<file path="src/rtl/bhand_ser.sv">
// Wide-to-narrow handshake serializer: one IN_WIDTH word in, RATIO OUT_WIDTH beats out,
// most-significant beat first, with short last words trimmed to their valid beats.
module bhand_ser #(
  parameter int unsigned IN_WIDTH  = 32,
  parameter int unsigned OUT_WIDTH = 8,
  parameter int unsigned RATIO     = IN_WIDTH / OUT_WIDTH
) (
  input  logic                       clk,
  input  logic                       rst,
  input  logic [IN_WIDTH-1:0]        idata,
  input  logic                       idata_last,
  input  logic [$clog2(RATIO)-1:0]   idata_nbeats,
  input  logic                       idata_vld,
  output logic                       idata_rdy,
  output logic [OUT_WIDTH-1:0]       odata,
  output logic                       odata_last,
  output logic                       odata_vld,
  input  logic                       odata_rdy
);

  localparam int unsigned RW = $clog2(RATIO + 1);

  logic [IN_WIDTH-1:0] sr_q, sr_d;
  logic [RW-1:0]       rem_q, rem_d;
  logic                full_q, full_d;
  logic                last_q, last_d;
  logic                olast_q, olast_d;
  logic [RW-1:0]       nb_dec;
  logic                in_acc, out_acc, on_final;

  assign on_final  = (rem_q == RW'(1));
  assign idata_rdy = !rst && (!full_q || (odata_rdy && on_final));
  assign in_acc    = idata_vld && idata_rdy;
  assign out_acc   = full_q && odata_rdy;

  // A zero beat count on a last word means a full word.
  assign nb_dec = (idata_nbeats == '0) ? RW'(RATIO) : RW'(idata_nbeats);

  always_comb begin
    sr_d   = sr_q;
    rem_d  = rem_q;
    full_d = full_q;
    last_d = last_q;
    if (in_acc) begin
      // Load wins over the final-beat drain so back-to-back words have no bubble.
      sr_d   = idata;
      rem_d  = idata_last ? nb_dec : RW'(RATIO);
      last_d = idata_last;
      full_d = 1'b1;
    end else if (out_acc) begin
      if (!on_final) begin
        sr_d  = sr_q << OUT_WIDTH;
        rem_d = rem_q - RW'(1);
      end else begin
        full_d = 1'b0;
      end
    end
    olast_d = full_d && last_d && (rem_d == RW'(1));
  end

  always_ff @(posedge clk) begin
    if (rst) begin
      sr_q    <= '0;
      rem_q   <= '0;
      full_q  <= 1'b0;
      last_q  <= 1'b0;
      olast_q <= 1'b0;
    end else begin
      sr_q    <= sr_d;
      rem_q   <= rem_d;
      full_q  <= full_d;
      last_q  <= last_d;
      olast_q <= olast_d;
    end
  end

  assign odata      = sr_q[IN_WIDTH-1 -: OUT_WIDTH];
  assign odata_vld  = full_q;
  assign odata_last = olast_q;

endmodule

</file>
<file path="config.mk">
export PLATFORM = sky130hd
export DESIGN_NAME = bhand_ser
export DESIGN_NICKNAME = d
export VERILOG_FILES = /design/src/rtl/bhand_ser.sv
export SDC_FILE = /design/constraint.sdc
export NUM_CORES = 1
export LEC_CHECK = 0
export ABC_CLOCK_PERIOD_IN_PS = 3400
export CORE_AREA = 3 3 64 66
export DETAILED_ROUTE_END_ITERATION = 7
export DIE_AREA = 0 0 67 69
export PLACE_DENSITY = 0.91
export REMOVE_ABC_BUFFERS = 1
export SYNTH_ARGS = -nofsm -noshare
export SYNTH_HDL_FRONTEND = slang
export SYNTH_SLANG_ARGS = --single-unit
</file>
<file path="constraint.sdc">
create_clock -name clk -period 3.4 [get_ports clk]
set_clock_uncertainty 0.15 [all_clocks]
set_input_delay 0.34 -clock clk [delete_from_list [all_inputs] [get_ports clk]]
set_output_delay 0.34 -clock clk [all_outputs]
set_load 0.03 [all_outputs]
</file>
# Word level (Yosys, flattened, before mapping)
# Index checks and enable logic that the tools add are counted.
[totals]
ff_bits = 38
input_bits = 39
output_inout_bits = 11
[classes]
add_sub_neg = 1
n_eq_ne = 3
n_mux = 12
reduce_logical = 12
[ops]
columns = ["operator", "n"]
rows = [
  ["32-bit 2-to-1 mux", 3],
  ["3-bit 2-to-1 mux", 5],
  ["3-bit by 1-bit equality test with 1-bit output, second input constant", 2],
  ["1-bit logical AND", 6],
  ["1-bit 2-to-1 mux", 4],
  ["3-bit by 1-bit subtractor with 3-bit output, second input constant", 1],
  ["1-bit zero test", 2],
  ["2-bit zero test", 1],
  ["2-bit inequality test, second input constant", 1],
  ["2-bit AND reduction", 1],
  ["2-bit nonzero test", 1],
  ["1-bit logical OR", 1],
]

# Depth between registers and ports, before layout
[logic_depth]
ltp_word = 8
ltp_mapped = 9
mapped_depth_nobuf = 6

# Worst setup path after synthesis
# No wires, ideal clock.
[synth_timing]
path_type = "flip-flop to flip-flop"
from = "reg full_q (netlist: odata_vld)"
to = "reg sr_q[19]"
t_arrival_ns = 1.499
setup_slack_ns = 1.663
stages_incl_launch_ff = 7
period_less_slack_ns = 1.737
path_cell_list = "dfxtp_1 > buf_2 > and3_1 > buf_2 > buf_2 > nand2_1 > a311oi_2"
[synth_via]
elab_chain_cells = 6
[synth_rtl]
columns = ["element", "line_no", "source"]
rows = [
  ["start, declared", "25", "logic full_q, full_d;"],
  ["start signal, assigned", "71", "full_q <= full_d;"],
  ["1-bit zero test", "32", "assign idata_rdy = !rst && (!full_q || (odata_rdy && on_final));"],
  ["1-bit logical OR", "32", ""],
  ["1-bit logical AND", "32", ""],
  ["1-bit logical AND", "33", "assign in_acc = idata_vld && idata_rdy;"],
  ["2-bit inequality test (no line) or 2-bit nonzero test (tied branches)", "-", ""],
  ["2-bit AND reduction (no line)", "-", ""],
  ["end signal, assigned", "69", "sr_q <= sr_d;"],
  ["end, declared", "23", "logic [IN_WIDTH-1:0] sr_q, sr_d;"],
]
# Several ways; a longest one is shown, not always the timed one.
# A chain may end at the register's enable or synchronous reset.

# Worst setup path after layout
[layout_timing]
from = "in odata_rdy"
to = "out idata_rdy"
[layout_via]
elab_chain_cells = 3
[layout_rtl]
columns = ["element", "line_no", "source"]
rows = [
  ["start, declared", "18", "input logic odata_rdy"],
  ["1-bit logical AND", "32", ""],
  ["1-bit logical OR", "32", ""],
  ["1-bit logical AND", "32", ""],
  ["end, declared", "14", "output logic idata_rdy,"],
]
# Every way passes these cells.

==> reports/qor.yml <==
syn_to_final_growth_pct: 29.3
worst-path-max-fanout: 6
drive_gt1_share_pct: 9.09
layout_common_cells: "nand2_1 (54), clkdlybuf4s50_1 (48), dfxtp_1 (38), nor2_1 (24), a21oi_1 (17)"
clock_path_buffers: 2
cts_htree_levels: 2
cts_hold_buf: 0
power.density_nw_per_um2: 453
mappedNetlistArea_um2: 1790
critPathLaunchType: "primary input"
peakVddDrop_uv: 261
final_common_cell: "nand2_1"
grt_usage_pct: 16.2
cts_buffers: 5
gp_congestion: 0.767
num_vias: 1578
post-route-util_pct: 63.5
rsz0062_at_grt: "false"
arrival_ps: 1930
path_class: "in2out"
layout.nets: 293
design_area_um2: 2310
cts-root-buf: "clkbuf_8"
postCtsSetupBuffers: 0
fin_crit_ps: 2420
totalWireLength_mm: 3.67
synth.distinct_cells: 28
num_io_pins: 50
dr.pass1.iters: 4
clock_latency_ps: 280
post-synth-top-area-cell: "dfxtp_1"
cap_viol_max_count: 0
timing.final.crit_share_pct: 71.1
wl_per_cell_um: 12.2
reg2reg_setup_slack_ps: 1240
port_buffers: 49
seq_area_frac_synth_pct: 42.6
grt_pass1_wl_mm: 5.98
dieHeight_um: 69
required_ps: 2910
max_freq_mhz: 414
cts_tree: "yes"
antenna_found_initial: 0
grt_pass1_vias: 1376
core_um2: 3630
setup_viol: 0
synth_top_area_share_pct: 42.6
initial_core_util_pct: 49.1
synthCells: 219
finalSetupTns_ps: 0
via_per_inst: 5.24
drtAntennaViolNets: 0
relSlewSlack_pct: 55.9
status: "finished, final reports clean"
leakagePower_nw: 0.797
syn_avg_cell_area_um2: 8.15
clock_sinks: 38
drc: 0
min_path_type: "reg2reg"
place_hpwl_mm: 2.49
placed_area_um2: 2200
grt.overflow.total: 0
post_cts_resized: 0
ys.warnings.count: 0
maxSlewViolCount: 0
die_area_um2: 4620
die_w_um: 67
drt_iter0_drc: 137
worst_setup_hold_path_clk_slew_ps: 70
core.rowCount: 22
antenna_cells: 0
synthTopCellsByArea: "dfxtp_1 (43%), nand2_1 (11%), a311oi_2 (6.7%), a311oi_1 (6.4%), nor2_1 (5.0%)"
hold_violations: 0
ys_ff_latch: 38
crit_path_end_kind: "output port"
tightest_slew_ps: 658
grt_start_max_net_pins: 39
[area by class of cell]
cell class	count	area (um^2)
clock buffers	7	76.3
clock inverters	1	30.0
fillers	334	1330
inverters	3	11.3
multi-input cells	151	855
flip-flops and latches	38	761
well taps	48	60.1
repair buffers	53	515
[report_power, final]
part	switching (mW)	internal [mW]	total, mW
Clock	0.148	0.219	0.367
Sequential	0.0169	0.475	0.492
Combinational	0.0946	0.0923	0.187
[synth_stat cells, drive strengths merged]
master	n
nor2b	1
a21oi	17
a41o	1
nand2b	1
dfxtp	38
a31oi	1
ha	2
o21ai	1
a211oi	2
a21bo	1
inv	3
a21boi	1
nand3	14
nand3b	1
nor3	3
and3	1
nor2	24
a311oi	21
nand2	54
a22oi	3
xnor2	2
clkbuf	8
buf	19
[sequential cells by signal, indices dropped and copies added, names as in the netlist]
signal and count:
sr_q 32, last_q 1, odata_vld 1, rem_q 3, odata_last 1
[kinds of logic (layout without fill, tap and decap cells)]
group / count (synthesis) / in the layout / synth area share [%]
xor gates and xnor gates: 2 / 2 / 0.981
DFF: 38 / 38 / 42.6
and+or+nand+nor: 99 / 99 / 22.8
AOI/OAI and AO/OA: 48 / 48 / 22.6
buffers and inverters: 30 / 64 / 9.53
adders and majority gates: 2 / 2 / 1.40
[worst max-delay path, cell delays in order]
cell and delay [ps]:
clkdlybuf4s50_1 570, nand3b_2 150, a21oi_1 180, clkdlybuf4s50_1 690
[per-stage QoR]
step	total power, mW	instances	hold WS, ps	setup slack (ps)
finish	1.05	301	308	984
global route	1.10	301	329	899
CTS	1.06	301	308	975
detailed placement	0.690	293	298	923
global placement	0.685	293	294	984
floorplan	0.596	192	255	1100
[final timing paths]
kind,endpoint,depth (start not counted),startpoint
setup / recovery,idata_rdy,4,odata_rdy
hold / removal,last_q$_SDFF_PP0_,2,last_q$_SDFF_PP0_
setup reg to reg,sr_q[26]$_SDFFE_PP0P_,7,rem_q[1]$_SDFF_PP0_
hold reg to reg,last_q$_SDFF_PP0_,2,last_q$_SDFF_PP0_
[routing by layer]
layer / global-route usage (%) / part of all wire, % / vias to the layer above / wire length, um
met3: 5.54 / 6.5 / 4 / 240
met4: 3.38 / 0.71 / 0 / 26
li1: - / - / 817 / -
met2: 26.6 / 49 / 41 / 1810
met5: 0 / 0 / - / 0
met1: 20.2 / 44 / 716 / 1600
No activity file was read; power rests on OpenSTA's default activity.
